===== src/rtl/uart_frame_pkg.sv =====
// uart_frame_pkg: framing constants and FSM state type shared by the UART framer and deframer
// Contents: FLAG/ESC/ESC_XOR bytes, default channel tags, framer_state_t, needs_esc().
package uart_frame_pkg;
  localparam logic [7:0] FLAG = 8'h7E;
  localparam logic [7:0] ESC = 8'h7D;
  localparam logic [7:0] ESC_XOR = 8'h20;
  localparam logic [7:0] TAG_FRAME_DEF = 8'h01;
  localparam logic [7:0] TAG_PHY_DEF = 8'h02;
  localparam logic [7:0] TAG_APP_DEF = 8'h03;
  typedef enum logic [2:0] {S_IDLE, S_SOF, S_TAG, S_DATA, S_ESC, S_EOF} framer_state_t;
  function automatic logic needs_esc(input logic [7:0] b);
    return b == FLAG || b == ESC;
  endfunction
endpackage


===== src/rtl/axi_stream_if.sv =====
// axi_stream_if: minimal AXI-Stream bundle (tdata/tvalid/tready/tlast)
// Modports: master drives tdata/tvalid/tlast and samples tready; slave is the mirror.
interface axi_stream_if #(parameter int W = 8);
  logic [W-1:0] tdata;
  logic tvalid;
  logic tready;
  logic tlast;
  modport master(output tdata, tvalid, tlast, input tready);
  modport slave(input tdata, tvalid, tlast, output tready);
endinterface


===== src/rtl/rr_arbiter.sv =====
// rr_arbiter: round-robin picker over N requesters
// Ports: clk, rst, req[N] requests, advance commits the current pick as last grant,
//        gnt[N] one-hot pick (search starts just after the last grant; after reset ch0 first).
module rr_arbiter #(parameter int N = 3) (
  input  logic         clk,
  input  logic         rst,
  input  logic [N-1:0] req,
  input  logic         advance,
  output logic [N-1:0] gnt
);
  localparam int PW = N > 1 ? $clog2(N) : 1;
  logic [PW-1:0] last;
  logic [PW-1:0] pick;
  logic [PW-1:0] idx;
  // Walk from farthest to nearest so the nearest requester after last wins.
  always_comb begin
    gnt = '0;
    pick = last;
    idx = '0;
    for (int i = N; i >= 1; i--) begin
      idx = PW'((int'(last) + i) % N);
      if (req[idx]) begin
        gnt = '0;
        gnt[idx] = 1'b1;
        pick = idx;
      end
    end
  end
  always_ff @(posedge clk)
    if (rst) last <= PW'(N - 1);
    else if (advance && |req) last <= pick;
endmodule


===== src/rtl/uart_resp_framer.sv =====
// uart_resp_framer: merges three AXI-Stream sources into one escaped, tagged UART byte stream
// Ports: clk, rst (sync, active-high); rest_of_frame_axis/eth_phy_axis/app_response_axis
//        slave sources ch0/ch1/ch2; uart_out master framed stream (tlast on closing FLAG);
//        busy from grant until closing FLAG accepted; frames_sent completed-frame counter.
// Frame: FLAG, TAG, payload with 0x7E/0x7D sent as 0x7D,byte^0x20, FLAG.
module uart_resp_framer import uart_frame_pkg::*; #(
  parameter int         DATA_WIDTH = 8,
  parameter logic [7:0] TAG_FRAME  = TAG_FRAME_DEF,
  parameter logic [7:0] TAG_PHY    = TAG_PHY_DEF,
  parameter logic [7:0] TAG_APP    = TAG_APP_DEF
) (
  input  logic         clk,
  input  logic         rst,
  axi_stream_if.slave  rest_of_frame_axis,
  axi_stream_if.slave  eth_phy_axis,
  axi_stream_if.slave  app_response_axis,
  axi_stream_if.master uart_out,
  output logic         busy,
  output logic [15:0]  frames_sent
);
  if (DATA_WIDTH != 8) begin : g_width_check
    $error("uart_resp_framer: only DATA_WIDTH=8 is supported");
  end
  framer_state_t state, state_nxt;
  logic [2:0] req, pick_gnt, grant, rdy;
  logic [7:0] din, tag, pend, out_data, ld_data;
  logic dlast, dvalid, pend_last, out_valid, out_last;
  logic free, pick, in_hs, load, ld_last, out_hs;
  assign req = {app_response_axis.tvalid, eth_phy_axis.tvalid, rest_of_frame_axis.tvalid};
  assign free = !out_valid || uart_out.tready;
  assign out_hs = out_valid && uart_out.tready;
  // SOF is loaded straight from IDLE, so back-to-back frames lose no cycle.
  assign pick = state == S_IDLE && free && |req;
  assign in_hs = state == S_DATA && dvalid && free;
  rr_arbiter #(.N(3)) u_arb (
    .clk(clk),
    .rst(rst),
    .req(req),
    .advance(pick),
    .gnt(pick_gnt)
  );
  always_comb begin
    din = grant[0] ? rest_of_frame_axis.tdata : grant[1] ? eth_phy_axis.tdata : app_response_axis.tdata;
    dlast = grant[0] ? rest_of_frame_axis.tlast : grant[1] ? eth_phy_axis.tlast : app_response_axis.tlast;
    dvalid = |(grant & req);
    tag = grant[0] ? TAG_FRAME : grant[1] ? TAG_PHY : TAG_APP;
  end
  always_ff @(posedge clk)
    if (rst) state <= S_IDLE;
    else state <= state_nxt;
  always_comb begin
    state_nxt = state;
    case (state)
      S_IDLE: state_nxt = pick ? S_TAG : S_IDLE;
      S_SOF: state_nxt = free ? S_TAG : S_SOF;
      S_TAG: state_nxt = free ? S_DATA : S_TAG;
      S_DATA: state_nxt = !in_hs ? S_DATA : needs_esc(din) ? S_ESC : dlast ? S_EOF : S_DATA;
      S_ESC: state_nxt = !free ? S_ESC : pend_last ? S_EOF : S_DATA;
      S_EOF: state_nxt = free ? S_IDLE : S_EOF;
      default: state_nxt = S_IDLE;
    endcase
  end
  always_comb begin
    rdy = state == S_DATA && free ? grant : 3'b000;
    load = pick || in_hs || (free && (state == S_SOF || state == S_TAG || state == S_ESC || state == S_EOF));
    ld_data = state == S_TAG ? tag : state == S_DATA ? (needs_esc(din) ? ESC : din) : state == S_ESC ? pend : FLAG;
    ld_last = state == S_EOF;
  end
  assign rest_of_frame_axis.tready = rdy[0];
  assign eth_phy_axis.tready = rdy[1];
  assign app_response_axis.tready = rdy[2];
  assign uart_out.tvalid = out_valid;
  assign uart_out.tdata = out_data;
  assign uart_out.tlast = out_last;
  always_ff @(posedge clk)
    if (rst) begin
      grant <= '0;
      out_valid <= 1'b0;
      out_data <= '0;
      out_last <= 1'b0;
      pend <= '0;
      pend_last <= 1'b0;
      busy <= 1'b0;
      frames_sent <= '0;
    end else begin
      if (pick) grant <= pick_gnt;
      if (load) begin
        out_valid <= 1'b1;
        out_data <= ld_data;
        out_last <= ld_last;
      end else if (uart_out.tready) out_valid <= 1'b0;
      if (in_hs && needs_esc(din)) begin
        pend <= din ^ ESC_XOR;
        pend_last <= dlast;
      end
      if (out_hs && out_last) frames_sent <= frames_sent + 16'd1;
      // A new grant in the same cycle as the closing FLAG keeps busy high.
      busy <= pick || (busy && !(out_hs && out_last));
    end
endmodule

===== src/flat_wrapper.sv =====
// flat-port wrapper written by rule: the top's interface ports become plain ports
module uart_resp_framer_flat import uart_frame_pkg::*;
#(
  parameter int         DATA_WIDTH = 8,
  parameter logic [7:0] TAG_FRAME  = TAG_FRAME_DEF,
  parameter logic [7:0] TAG_PHY    = TAG_PHY_DEF,
  parameter logic [7:0] TAG_APP    = TAG_APP_DEF
)
  (clk, rst, busy, frames_sent, rest_of_frame_axis_tdata, rest_of_frame_axis_tvalid, rest_of_frame_axis_tlast, rest_of_frame_axis_tready, eth_phy_axis_tdata, eth_phy_axis_tvalid, eth_phy_axis_tlast, eth_phy_axis_tready, app_response_axis_tdata, app_response_axis_tvalid, app_response_axis_tlast, app_response_axis_tready, uart_out_tdata, uart_out_tvalid, uart_out_tlast, uart_out_tready);
  axi_stream_if rest_of_frame_axis_i ();
  axi_stream_if eth_phy_axis_i ();
  axi_stream_if app_response_axis_i ();
  axi_stream_if uart_out_i ();
  input  logic clk;
  input  logic rst;
  output logic busy;
  output logic [15:0] frames_sent;
  input wire logic [$bits(rest_of_frame_axis_i.tdata)-1:0] rest_of_frame_axis_tdata;
  input wire logic [$bits(rest_of_frame_axis_i.tvalid)-1:0] rest_of_frame_axis_tvalid;
  input wire logic [$bits(rest_of_frame_axis_i.tlast)-1:0] rest_of_frame_axis_tlast;
  output wire logic [$bits(rest_of_frame_axis_i.tready)-1:0] rest_of_frame_axis_tready;
  input wire logic [$bits(eth_phy_axis_i.tdata)-1:0] eth_phy_axis_tdata;
  input wire logic [$bits(eth_phy_axis_i.tvalid)-1:0] eth_phy_axis_tvalid;
  input wire logic [$bits(eth_phy_axis_i.tlast)-1:0] eth_phy_axis_tlast;
  output wire logic [$bits(eth_phy_axis_i.tready)-1:0] eth_phy_axis_tready;
  input wire logic [$bits(app_response_axis_i.tdata)-1:0] app_response_axis_tdata;
  input wire logic [$bits(app_response_axis_i.tvalid)-1:0] app_response_axis_tvalid;
  input wire logic [$bits(app_response_axis_i.tlast)-1:0] app_response_axis_tlast;
  output wire logic [$bits(app_response_axis_i.tready)-1:0] app_response_axis_tready;
  output wire logic [$bits(uart_out_i.tdata)-1:0] uart_out_tdata;
  output wire logic [$bits(uart_out_i.tvalid)-1:0] uart_out_tvalid;
  output wire logic [$bits(uart_out_i.tlast)-1:0] uart_out_tlast;
  input wire logic [$bits(uart_out_i.tready)-1:0] uart_out_tready;
  assign rest_of_frame_axis_i.tdata = rest_of_frame_axis_tdata;
  assign rest_of_frame_axis_i.tvalid = rest_of_frame_axis_tvalid;
  assign rest_of_frame_axis_i.tlast = rest_of_frame_axis_tlast;
  assign rest_of_frame_axis_tready = rest_of_frame_axis_i.tready;
  assign eth_phy_axis_i.tdata = eth_phy_axis_tdata;
  assign eth_phy_axis_i.tvalid = eth_phy_axis_tvalid;
  assign eth_phy_axis_i.tlast = eth_phy_axis_tlast;
  assign eth_phy_axis_tready = eth_phy_axis_i.tready;
  assign app_response_axis_i.tdata = app_response_axis_tdata;
  assign app_response_axis_i.tvalid = app_response_axis_tvalid;
  assign app_response_axis_i.tlast = app_response_axis_tlast;
  assign app_response_axis_tready = app_response_axis_i.tready;
  assign uart_out_tdata = uart_out_i.tdata;
  assign uart_out_tvalid = uart_out_i.tvalid;
  assign uart_out_tlast = uart_out_i.tlast;
  assign uart_out_i.tready = uart_out_tready;
  uart_resp_framer #(.DATA_WIDTH(DATA_WIDTH), .TAG_FRAME(TAG_FRAME), .TAG_PHY(TAG_PHY), .TAG_APP(TAG_APP)) u_core (.clk(clk), .rst(rst), .rest_of_frame_axis(rest_of_frame_axis_i), .eth_phy_axis(eth_phy_axis_i), .app_response_axis(app_response_axis_i), .uart_out(uart_out_i), .busy(busy), .frames_sent(frames_sent));
endmodule

===== config.mk =====
export PLATFORM = sky130hd
export DESIGN_NAME = uart_resp_framer_flat
export DESIGN_NICKNAME = d
export VERILOG_FILES = /design/src/rtl/uart_frame_pkg.sv /design/src/rtl/axi_stream_if.sv /design/src/rtl/rr_arbiter.sv /design/src/rtl/uart_resp_framer.sv /design/src/flat_wrapper.sv
export SDC_FILE = /design/constraint.sdc
export NUM_CORES = 1
export LEC_CHECK = 0
export ABC_AREA = 1
export CAP_MARGIN = 20
export CORE_ASPECT_RATIO = 0.75
export CORE_UTILIZATION = 45
export CTS_CLUSTER_SIZE = 12
export DETAILED_ROUTE_END_ITERATION = 7
export PLACE_DENSITY = 0.73
export SYNTH_ARGS = -nofsm -noshare
export SYNTH_HDL_FRONTEND = slang
export SYNTH_HIERARCHICAL = 1
export SYNTH_SLANG_ARGS = --single-unit

===== constraint.sdc =====
create_clock -name clk -period 2.05 [get_ports clk]
set_input_delay 0.41 -clock clk [delete_from_list [all_inputs] [get_ports clk]]
set_output_delay 0.41 -clock clk [all_outputs]
set_load 0.02 [all_outputs]

==> impl_metrics.tcl, run 1 <==
set metrics [dict create \
    leakage_nw 1.570 \
    clkTransAtPathRegs_ps 90 \
    postCtsSetupRepairBufs 0 \
    fp.dieW_um 91.45 \
    syn_area_um2 2700 \
    period_needed_ps 1984 \
    crit_required_ps 1640 \
    antenna_cells 0 \
    p_comb_share_pct 55.6 \
    syn-num-nets 422 \
    worst_slew_pin_slew_ps 288.8 \
    wire_per_inst_um 12.14 \
    dr.pass1.iters 4 \
    yosysWarnings 6 \
    ys_ff_latch 44 \
    hpwl_mm 5.037 \
    p_per_area_nw_per_um2 1118 \
    area_growth_pct 35.40 \
    rsz0062_at_grt "true" \
    drc 0 \
    synth_ff_type "dfxtp_1" \
    cts-root-buf "clkbuf_8" \
    fmax_ghz 0.5040 \
    power_frac_seq_pct 27.4 \
    drive_gt1_share_pct 16.92 \
    placed_cell_area_um2 3537 \
    io_pins 63 \
    clk_path_buf_depth 2 \
    cp-start-kind "input port" \
    initial_core_util_pct 46.59 \
    p_switching_w 0.001808 \
    vias_per_cell 4.974 \
    slew_viol_final 0 \
    num_rows 24 \
    clk_latency_ps 300 \
    htree_levels 2 \
    yosysUniqueCellTypes 42 \
    netSwitchingFraction_pct 44.24 \
    grt_max_degree 25 \
    grt_pass1_vias 2433 \
    path_max_fanout 3 \
    maxCapViolations 0 \
    timing.rr.start "u_core/u_arb/last[0]" \
    fin_worst_skew_ps 6.825 \
    hold_buffers 0 \
    synth-edff-count 0 \
    antenna_found_initial 0 \
    r2r_end "u_core/grant[1]" \
    p_int_w 0.002278 \
    p_clk_share_pct 16.9 \
    hold_viol_final 0 \
    clock_sinks 44 \
    nets 504 \
    r2r_cells 11 \
    hold_ws_ps 441.8 \
    antenna_left 0 \
    wirelength_mm 6.618 \
    drtIter0Drc 140 \
    outcome "completed" \
    crit_path_end_kind "output port" \
    finalInstanceArea_um2 3656 \
    worst-setup-path-type "input port to output port" \
    grt_pass1_wl_mm 11.00 \
    syn_inst 384 \
    endpoint "eth_phy_axis_tready" \
    num_vias 2711 \
    setup_viol 0 \
    track_usage_pct 21.31 \
    port_buffers 62 \
    avgSynthCellArea_um2 7.031 \
    die-area_um2 6317 \
    fp.dieH_um 69.09 \
    power_w 0.004086 \
    cp-startpoint "uart_out_tready" \
    numCtsBuffers 5 \
    synth-seq-area-share_pct 32.62 \
    place_congestion 0.8642 \
    hold_path.class "flip-flop to flip-flop" \
    cts_tree "done" \
    peakVddDrop_v 0.0007582 \
    design.core.area_um2 5796 \
    crit_arrival_ps 1570 \
    async_flop_share_pct 0 \
    fin_crit_sh_pct 96.78 \
    slew_headroom_pct 80.66 \
    gr-total-overflow 0 \
    r2r_setup_slack_ps 210 \
]
[cell usage after synthesis, types with 2 or more instances]
library cell | instances | area (µm²)
inv_2 | 6 | 22.52
dfxtp_1 | 44 | 880.8
a211oi_2 | 2 | 25.02
o221ai_1 | 3 | 26.28
o21ai_1 | 3 | 15.01
nor2_1 | 33 | 123.9
a21oi_1 | 25 | 125.1
buf_6 | 3 | 33.78
nor2_2 | 5 | 31.28
nand4_1 | 3 | 18.77
nor3_1 | 7 | 35.03
a31oi_1 | 2 | 12.51
nand3_1 | 25 | 125.1
nand2_4 | 2 | 22.52
clkbuf_1 | 4 | 15.01
o21a_1 | 7 | 52.55
nand2_2 | 8 | 50.05
ha_1 | 5 | 62.56
or2_0 | 3 | 18.77
nand2_1 | 89 | 334.1
nand3_4 | 3 | 52.55
o211ai_1 | 2 | 15.01
a21oi_2 | 3 | 26.28
o21ai_0 | 25 | 125.1
o21ai_2 | 3 | 26.28
nand3_2 | 2 | 20.02
buf_2 | 2 | 10.01
inv_1 | 46 | 172.7
nor2_4 | 6 | 67.56
[power groups by stage]
stage	clock network [W]	logic (W)	registers (W)
2_1_floorplan	0	0.00147	0.00123
3_3_place_gp	0	0.00221	0.00114
3_5_place_dp	0	0.00226	0.00114
4_1_cts	0.000706	0.00227	0.00112
5_1_grt	0.000747	0.00250	0.00115
6_report	0.000692	0.00227	0.00112
[layer usage]
metal	vias up	GRT usage (%)	routed length, µm
li1	1417	-	-
met5	-	0	0
met3	4	3.974	317
met1	1235	29.33	3251
met2	55	34.84	3002
met4	0	4.233	46
[cells by family after synthesis]
kind of cell    after synthesis  synth area share (%)
buf+inv                      62                 9.731
compound gates               79                 18.21
flops                        44                 32.62
simple gates                193                 36.79
fa+ha+maj                     5                 2.317
xor+xnor                      1                0.3244
[worst max-delay path, stage by stage]
cell and delay (ps):
clkdlybuf4s50_1 540, nor2_4 60, inv_2 50, nand2_1 90, nor2_1 110, clkdlybuf4s15_1 320
[sequential cells by signal (all words and copies together) (netlist names)]
signal	count
u_core/frames_sent	16
u_core/grant	3
u_core/pend_last	1
u_core/uart_out.tlast	1
u_core/pend	8
u_core/u_arb/last	2
u_core/uart_out.tvalid	1
u_core/busy	1
u_core/uart_out.tdata	8
u_core/state	3
[per-stage QoR]
step	setup slack, ps	util [%]	TNS [ps]	instances
final	66.06	63.08	0	545
after global routing	-9.118	63.08	-9.118	545
after CTS	21.68	62.95	0	545
after detailed placement	-257.2	61.03	-1589	537
after global placement	-212.4	61.03	-1100	537
after floorplan	423.8	-	0	384
[worst min-delay path by stage]
stage / from / end / depth (start not counted)
floorplan: u_core/pend[7] / u_core/pend[7] / 2
global placement: u_core/pend[5] / u_core/pend[5] / 2
detailed placement: u_core/pend[5] / u_core/pend[5] / 2
CTS: u_core/pend[5] / u_core/pend[5] / 2
global route: u_core/pend[7] / u_core/pend[7] / 2
finish: u_core/pend[5] / u_core/pend[5] / 2
[cells in the final DEF (no fill, tap or decap), types with 4 or more instances in the layout]
cell / Yosys / layout
a21oi_1: 25 / 25
buf_4: 0 / 21
clkbuf_8: 0 / 5
clkdlybuf4s50_1: 0 / 59
dfxtp_1: 44 / 44
ha_1: 5 / 5
inv_1: 46 / 46
inv_2: 6 / 6
nand2_1: 89 / 89
nand2_2: 8 / 8
nand3_1: 25 / 25
nor2_1: 33 / 33
nor2_2: 5 / 4
nor2_4: 6 / 7
nor3_1: 7 / 7
o21a_1: 7 / 7
o21ai_0: 25 / 25
[final cells by class]
cell class | instances | area, µm²
inverter | 53 | 203.9
tap | 78 | 97.59
sequential | 44 | 880.8
fill | 518 | 2140
timing repair buffer | 84 | 797.0
clock inverter | 3 | 46.29
clock buffer | 5 | 68.82
multi-input combinational | 278 | 1562
[repair_timing]
item / CTS / global route
resized for setup: 3 / 3
setup endpoints to repair: 3 / 3
endpoints found under the hold margin: 0 / 0
(Power assumes the default switching activity.)
==> run 2, diff against run 1 <==
GPL_ROUTABILITY_DRIVEN = 0   (was not set)
==> results of run 2 <==
Same layout as run 1: the final DEF is identical, and so are final timing and power.
==> run 3, diff against run 2 <==
CTS_BUF_LIST = sky130_fd_sc_hd__clkbuf_16   (was not set)
==> impl_metrics.tcl, run 3 (synthesis results as in run 1) <==
set metrics [dict create \
    outcome "completed" \
    clock_sinks 44 \
    antenna_left 0 \
    peakVddDrop_v 0.0007324 \
    worst_slew_pin_slew_ps 289.9 \
    hpwl_mm 5.037 \
    final_cell_mix "nand2_1 (89), clkdlybuf4s50_1 (58), inv_1 (46)" \
    num_rows 24 \
    drc 0 \
    final_common_cell "nand2_1" \
    slowest_delay_ps 350 \
    hold_ws_ps 441.7 \
    grt_busiest_layer "met2" \
    holdCritStartpoint "u_core/pend[5]" \
    placed_cell_area_um2 3537 \
    fin_crit_sh_pct 91.71 \
    largest_register_ff_count 16 \
    track_usage_pct 21.41 \
    grt_use_met1_pct 29.33 \
    wirelength_mm 6.643 \
    antenna_cells 0 \
    numCtsBuffers 5 \
    grt_max_degree 25 \
    fin_worst_skew_ps 6.496 \
    clk_latency_ps 280 \
    path_max_fanout 3 \
    cp-startpoint "u_core/state[2]" \
    endpoint "eth_phy_axis_tready" \
    numPlacedInstances 537 \
    worst-setup-path-type "flip-flop to output port" \
    crit_required_ps 1640 \
    clk_path_buf_depth 2 \
    crit_slowest_cell "dfxtp_1" \
    r2r_cells 11 \
    path_delay_family "buffers and inverters" \
    nets 505 \
    top_register "u_core/frames_sent" \
    hold_path.class "flip-flop to flip-flop" \
    design.core.area_um2 5796 \
    crit_chain "inv_2 > nand2_4 > nor2_4 > nand2_1 > nor2_1 > dlygate4sd2_1" \
    tns_ps 0 \
    htree_levels 2 \
    fp.dieW_um 91.45 \
    cts_tree "done" \
    timing.rr.start "u_core/u_arb/last[0]" \
    clkTransAtPathRegs_ps 60 \
    met2_usage_pct 35.67 \
    fmax_ghz 0.5319 \
    die-area_um2 6317 \
    fp.dieH_um 69.09 \
    grt_use_met3_pct 4.305 \
    maxCapViolations 0 \
    cp_num_cells 6 \
    gr-total-overflow 0 \
    grt_pass1_vias 2450 \
    setup_viol 0 \
    crit_path_end_kind "output port" \
    dr.pass1.iters 7 \
    p_per_area_nw_per_um2 1160 \
    cts-root-buf "clkbuf_16" \
    crit_arrival_ps 1470 \
    finalInstanceArea_um2 3720 \
    wire_per_inst_um 12.17 \
    port_buffers 62 \
    leakage_nw 1.618 \
    slew_viol_final 0 \
    area_growth_pct 37.77 \
    crit_buf_inv 2 \
    num_vias 2729 \
    vias_per_cell 4.998 \
    rsz0062_at_grt "false" \
    drtIter0Drc 152 \
    hold_viol_final 0 \
    io_pins 63 \
    slew_headroom_pct 80.58 \
    grt_pass1_wl_mm 11.10 \
    fin_cells 546 \
    r2r_setup_slack_ps 220 \
    initial_core_util_pct 46.59 \
    drive_gt1_share_pct 17.09 \
    antenna_found_initial 0 \
    cp-start-kind "flip-flop" \
    r2r_end "u_core/grant[1]" \
    period_needed_ps 1880 \
]
[run 3: changes by cell type in the layout (fill, tap and decap cells not counted)]
cell	delta
clkdlybuf4s50_1	-1
dlymetal6s2s_1	+1
clkbuf_16	+5
buf_4	+1
clkbuf_8	-5
dlygate4sd2_1	+2
clkdlybuf4s15_1	-2
[run 3: metrics by stage]
step	total power (W)	util, %	setup WS [ps]
floorplan	0.002696	-	423.8
detailed placement	0.003403	61.03	-257.2
finish	0.004314	64.18	170.0
CTS	0.004337	63.92	21.68
global route	0.004638	64.18	8.997
global placement	0.003349	61.03	-212.4
[run 3: power by group]
part	switching, W	leakage, nW	internal [W]	total (W)
combinational	0.00137	1.18	0.000906	0.00227
sequential	0.000115	0.359	0.00101	0.00112
clock	0.000342	0.0804	0.000579	0.000921
[run 3: layout make-up]
class                           count  area [µm²]
Multi-Input combinational cell    278        1562
Clock buffer                        5       125.1
Sequential cell                    44       880.8
Inverter                           53       203.9
Clock inverter                      3       46.29
Fill cell                         506        2076
Timing Repair Buffer               85       804.5
Tap cell                           78       97.59
[run 3: routing by layer]
metal | vias up | wire length (µm)
li1 | 1418 | -
met1 | 1236 | 3176
met2 | 71 | 3082
met3 | 4 | 349
met4 | 0 | 34
met5 | - | 0
[run 3: worst register-to-register path: stages, from the launching register on]
cell and delay [ps]:
dfxtp_1 360, inv_1 90, ha_1 400, nand3_1 130, nand2_1 90, nand2_1 110, nand2_1 70, o21ai_0 60
nand2_1 60, nand2_1 70, o21ai_0 210, a21oi_1 60
[run 3: what timing repair did]
item,4_1_cts,5_1_grt
setup endpoints to repair,3,6
hold buffers,0,0
gates resized for setup,3,2
buffers inserted,0,1
pin swaps,0,1
[run 3: how the worst min path moves through the flow]
stage / end / slack (ps) / depth (start not counted)
CTS: u_core/pend[5] / 440 / 2
finish: u_core/pend[5] / 440 / 2
floorplan: u_core/pend[7] / 420 / 2
detailed placement: u_core/pend[5] / 430 / 2
global placement: u_core/pend[5] / 430 / 2
global route: u_core/pend[5] / 460 / 2
==> RTL edit 1 (settings of run 3) <==
Encoding of `framer_state_t`: now one-hot (6 bits for 6 states).
--- a/src/rtl/uart_frame_pkg.sv
+++ b/src/rtl/uart_frame_pkg.sv
@@ -8,5 +8,5 @@
   localparam logic [7:0] TAG_PHY_DEF = 8'h02;
   localparam logic [7:0] TAG_APP_DEF = 8'h03;
-  typedef enum logic [2:0] {S_IDLE, S_SOF, S_TAG, S_DATA, S_ESC, S_EOF} framer_state_t;
+  typedef enum logic [5:0] {S_IDLE = 6'b000001, S_SOF = 6'b000010, S_TAG = 6'b000100, S_DATA = 6'b001000, S_ESC = 6'b010000, S_EOF = 6'b100000} framer_state_t;
   function automatic logic needs_esc(input logic [7:0] b);
     return b == FLAG || b == ESC;
Behaviour: no difference found for any inputs over 4 cycles, from zero or initial values and one cycle with rst high; so few cycles prove little.
==> RTL edit 1 against run 3 <==
Count of clock-buffer cells in the layout is the same; routed wire length up 5.3%; power down 0.94%; register-to-register slack better by 30 ps; sequential share of layout area increased by 1.6 points; clock power grew 1%; worst setup slack got worse by 81 ps; combinational power shrank 4%; synthesized area shrank 0.74%; sequential cell count grew 3; final area up 0.17%.
==> RTL edit 1: results (changes against run 3) <==
[placed_design]
place_inst = 561  ; +4.5%
dp_hpwl_um = 5300  ; +5.2%
detailedPlace.worstSlack_ps = -402  ; -145 ps
place_area_mm2 = 0.00355  ; +0.35%

[grt]
grt_pass1_wl_um = 11500  ; +3.8%
grt_pass1_vias = 2545  ; +3.9%
grtUsageTotal_pct = 23.3  ; +1.9 points

[logic_synthesis]
ys.warnings.count = 6  ; unchanged
ys_seq_area_share_pct = 35.1  ; +2.5 points
syn-num-nets = 443  ; +5.0%
avgSynthCellArea_um2 = 6.62  ; -5.9%
netlist_top_cells_area = dfxtp_1 (35%), nand2_1 (14%), inv_1 (8.0%)
synth.top_cell.area_share_pct = 35.1  ; +2.5 points
async_flop_share_pct = 0  ; unchanged
synth.distinct_cells = 39  ; -7.1%
ys_top_cells_by_count = nand2_1 (100), inv_1 (57), dfxtp_1 (47), a21oi_1 (35), nand3_1 (34)

[detailed_routing]
vias = 2941  ; +7.8%
drtIter0Drc = 253  ; +66%
wirelength_um = 7000  ; +5.3%
wl_per_cell_um = 12.3  ; +1.0%
dr.pass1.iters = 5  ; -2

[power_and_ir_drop]
irDropWorstVdd_uv = 764  ; +4.3%
leakage_nw = 1.64  ; +1.4%

[critical_path]
critical_path_arrival_ps = 1550  ; +80 ps
worst_path_largest_cell_delay_ps = 530  ; +180 ps
cp_slowest_cell = clkdlybuf4s50_1
path_max_fanout = 3  ; unchanged

[status]
status = completed

[final_layout]
final_util_pct = 67.4  ; +3.3 points
drive_above_1_share_pct = 14.6  ; -2.5 points
fillers = 512  ; +1.2%

[clock_network]
post-cts-setup-buffer-count = 0  ; unchanged

[sta]
worst_slew_pin_slew_ps = 417  ; +127 ps
skew_ps = 3.71  ; -2.79 ps

-- RTL edit 1: cell count changes after synthesis, sizes merged, moves of 3 or more --
cell | run 3 | this run
dfxtp | 44 | 47
a21oi | 29 | 38
nor2 | 45 | 36
nor3 | 9 | 5
inv | 53 | 59
buf | 5 | 9
nand3 | 30 | 36
nand2 | 99 | 104
-- RTL edit 1: path summary, 6_finish.rpt --
kind / to / startpoint / depth (start not counted) / slack [ps]
hold reg to reg: u_core/frames_sent[15]$_SDFFE_PP0P_ / u_core/frames_sent[15]$_SDFFE_PP0P_ / 2 / 460
hold / removal: u_core/frames_sent[15]$_SDFFE_PP0P_ / u_core/frames_sent[15]$_SDFFE_PP0P_ / 2 / 460
setup / recovery: rest_of_frame_axis_tready / uart_out_tready / 6 / 90
setup reg to reg: u_core/pend[0]$_SDFFE_PP0N_ / u_core/grant[1]$_SDFFE_PP0P_ / 10 / 250
-- RTL edit 1: area by class of cell --
cell class                      count  share of cell area [%]
Inverter                           59                    5.94
Clock inverter                      3                    1.24
Timing Repair Buffer               93                    22.5
Clock buffer                        5                    3.36
Sequential cell                    47                    25.3
Tap cell                           75                    2.52
Multi-Input combinational cell    287                    39.2
-- RTL edit 1: worst register-to-register path: cells and delay by family (launching register included) --
family	cells	cell delay [ps]
simple gates	5	630
buf+inv	2	500
flops	1	310
compound gates	3	310
-- RTL edit 1: cells by family after synthesis --
group	synth area share, %
xor+xnor	0.327
compound gates	18.5
flops	35.1
simple gates	32.6
fa+ha+maj	2.33
buf+inv	11.2
-- RTL edit 1: repair_timing --
item                                    CTS  global route
gates resized for setup                  10             9
pin swaps                                 0             1
endpoints found under the setup margin    3             8
-- RTL edit 1: stage by stage --
| step | hold slack, ps | TNS, ps |
|---|---|---|
| floorplan | 419 | 0 |
| global placement | 438 | -1650 |
| detailed placement | 450 | -2180 |
| CTS | 461 | 0 |
| global route | 479 | 0 |
| finish | 458 | 0 |
-- RTL edit 1: report_power, final --
part	leakage, nW	internal [mW]	total [mW]	switching [mW]
clock	0.0804	0.579	0.931	0.352
combinational	1.18	0.849	2.18	1.33
sequential	0.383	1.07	1.17	0.100
total	1.64	2.49	4.27	1.78
-- RTL edit 1: per-layer routing --
layer  vias up  track usage (%)  wire length [um]
li1       1493                -                 -
met1      1329             33.0              3310
met2       114             37.6              3020
met3         5             3.73               616
met4         0             5.16                51
met5         -                0                 0
==> RTL edit 2 (settings of run 3) <==
Without the edit above. Reset style: asynchronous (`rst`), changed in 3 clocked blocks.
--- a/src/rtl/rr_arbiter.sv
+++ b/src/rtl/rr_arbiter.sv
@@ -27,5 +27,5 @@
     end
   end
-  always_ff @(posedge clk)
+  always_ff @(posedge clk or posedge rst)
     if (rst) last <= PW'(N - 1);
     else if (advance && |req) last <= pick;
--- a/src/rtl/uart_resp_framer.sv
+++ b/src/rtl/uart_resp_framer.sv
@@ -46,5 +46,5 @@
     tag = grant[0] ? TAG_FRAME : grant[1] ? TAG_PHY : TAG_APP;
   end
-  always_ff @(posedge clk)
+  always_ff @(posedge clk or posedge rst)
     if (rst) state <= S_IDLE;
     else state <= state_nxt;
@@ -73,5 +73,5 @@
   assign uart_out.tdata = out_data;
   assign uart_out.tlast = out_last;
-  always_ff @(posedge clk)
+  always_ff @(posedge clk or posedge rst)
     if (rst) begin
       grant <= '0;
Behaviour: differs if rst is asserted again (counterexample within 4 cycles, from zero or initial values and one cycle with rst high); with rst held inactive, the same outputs for 4 cycles.
==> RTL edit 2 against run 3 <==
Sequential share of layout area rose by 5.3 points; sequential cell count did not move; count of clock-buffer cells in the layout did not move; worst hold slack got worse by 150 ps; final area rose by 2.1%; power rose by 6.5%; worst setup slack got worse by 35 ps; final cell count fell by 2.7%; routed wire length fell by 2.0%; first-iteration DRC count fell by 18%; synthesized area rose by 4.4%; global-route usage fell by 0.37 points; clock skew rose by 0.90 ps; largest cell class unchanged; largest power group unchanged.
==> RTL edit 2: results (changes against run 3) <==
[min_path]
hp-class = primary input to async pin

[sta]
worst_slew_pin_slew_ps = 537  ; +247 ps
skew_ps = 7.40  ; +0.901 ps

[logic_synthesis]
ys_seq_area_share_pct = 39.1  ; +6.5 points
synth.distinct_cells = 38  ; -9.5%
netlist_top_cells_area = dfrtp_1 (38%), nand2_1 (17%), inv_1 (5.7%)
async_flop_share_pct = 100  ; +100 points

[detailed_routing]
drtIter0Drc = 125  ; -18%
via_per_inst = 4.87  ; -2.6%
dr.pass1.iters = 6  ; -1
wirelength_um = 6510  ; -2.0%

[critical_path]
cp_slowest_cell = clkdlybuf4s50_1
path_max_fanout = 4  ; +1
worst_path_largest_cell_delay_ps = 480  ; +130 ps
reg2reg_depth = 13  ; +2
critical_path_arrival_ps = 1510  ; +40 ps
reg2reg_to = u_core/grant[1]$_DFFE_PP0P_

[grt]
grtUsageTotal_pct = 21.0  ; -0.37 points
grt_max_degree = 43  ; +72%
grt_pass1_wl_um = 10900  ; -2.0%
grt_pass1_vias = 2427  ; -0.94%

[power_and_ir_drop]
leakage_nw = 1.98  ; +22%
irDropWorstVdd_uv = 642  ; -12%

[placed_design]
detailedPlace.worstSlack_ps = -153  ; +104 ps
dp_hpwl_um = 4910  ; -2.5%

[final_layout]
drive_above_1_share_pct = 17.4  ; +0.35 points

[status]
status = completed

RTL edit 2: changes by cell type in the layout (fill, tap and decap cells not counted), sizes merged, moves of 5 or more:
| cell | change |
|---|---|
| a21oi | -22 |
| dfrtp | +43 |
| dfxtp | -44 |
| nand2 | +44 |
| nor2 | -18 |
| nor3 | -5 |
| o21a | -7 |
| o21ai | -15 |
| xnor2 | +5 |
| xor2 | +6 |
RTL edit 2: power by group:
part | switching [mW] | internal (mW)
Clock | 0.335 | 0.578
Sequential | 0.137 | 1.06
Combinational | 1.51 | 0.977
RTL edit 2: metrics by stage:
stage               instances  area, um2  hold WS (ps)  utilization (%)
finish                    531       3800           293             64.2
global route              531       3800           325             64.2
CTS                       531       3800           292             64.2
detailed placement        523       3630           449             61.3
global placement          523       3630           434             61.3
floorplan                 369       2820           150                -
RTL edit 2: cell families after synthesis:
kind of cell	after synthesis	share of synthesized area, %
AOI/OAI and AO/OA	35	8.43
xor gates and xnor gates	12	3.73
adders and majority gates	5	2.22
buffers and inverters	60	9.54
DFF	44	39.1
and+or+nand+nor	213	37.0
RTL edit 2: metal layers:
layer,vias up,track usage (%),routed length [um]
met1,1189,28.0,3080
met2,64,34.3,2980
met5,-,0,0
met4,0,5.81,84
met3,11,5.38,364
li1,1320,-,-
RTL edit 2: cell type report:
type	count	share of cell area, %
timing repair buffer	81	20.0
clock inverter	3	1.25
tap	78	2.57
sequential	44	29.0
inverter	55	5.70
multi-input combinational	265	38.2
clock buffer	5	3.29
RTL edit 2: worst max path at each step:
stage          slack, ps                          startpoint                                    to  cells past startpoint
2_1_floorplan        460  u_core/uart_out.tvalid$_DFFE_PP0P_  u_core/uart_out.tdata[5]$_DFFE_PP0P_                      9
3_3_place_gp        -130                     uart_out_tready              app_response_axis_tready                      6
3_5_place_dp        -150                     uart_out_tready              app_response_axis_tready                      6
4_1_cts              130                     uart_out_tready              app_response_axis_tready                      6
5_1_grt               80                     uart_out_tready              app_response_axis_tready                      6
6_report             130                     uart_out_tready              app_response_axis_tready                      6
RTL edit 2: worst max-delay path: cells and delay by family:
family	cells	cell delay, ps
buffers and inverters	3	890
AND/OR/NAND/NOR	3	210
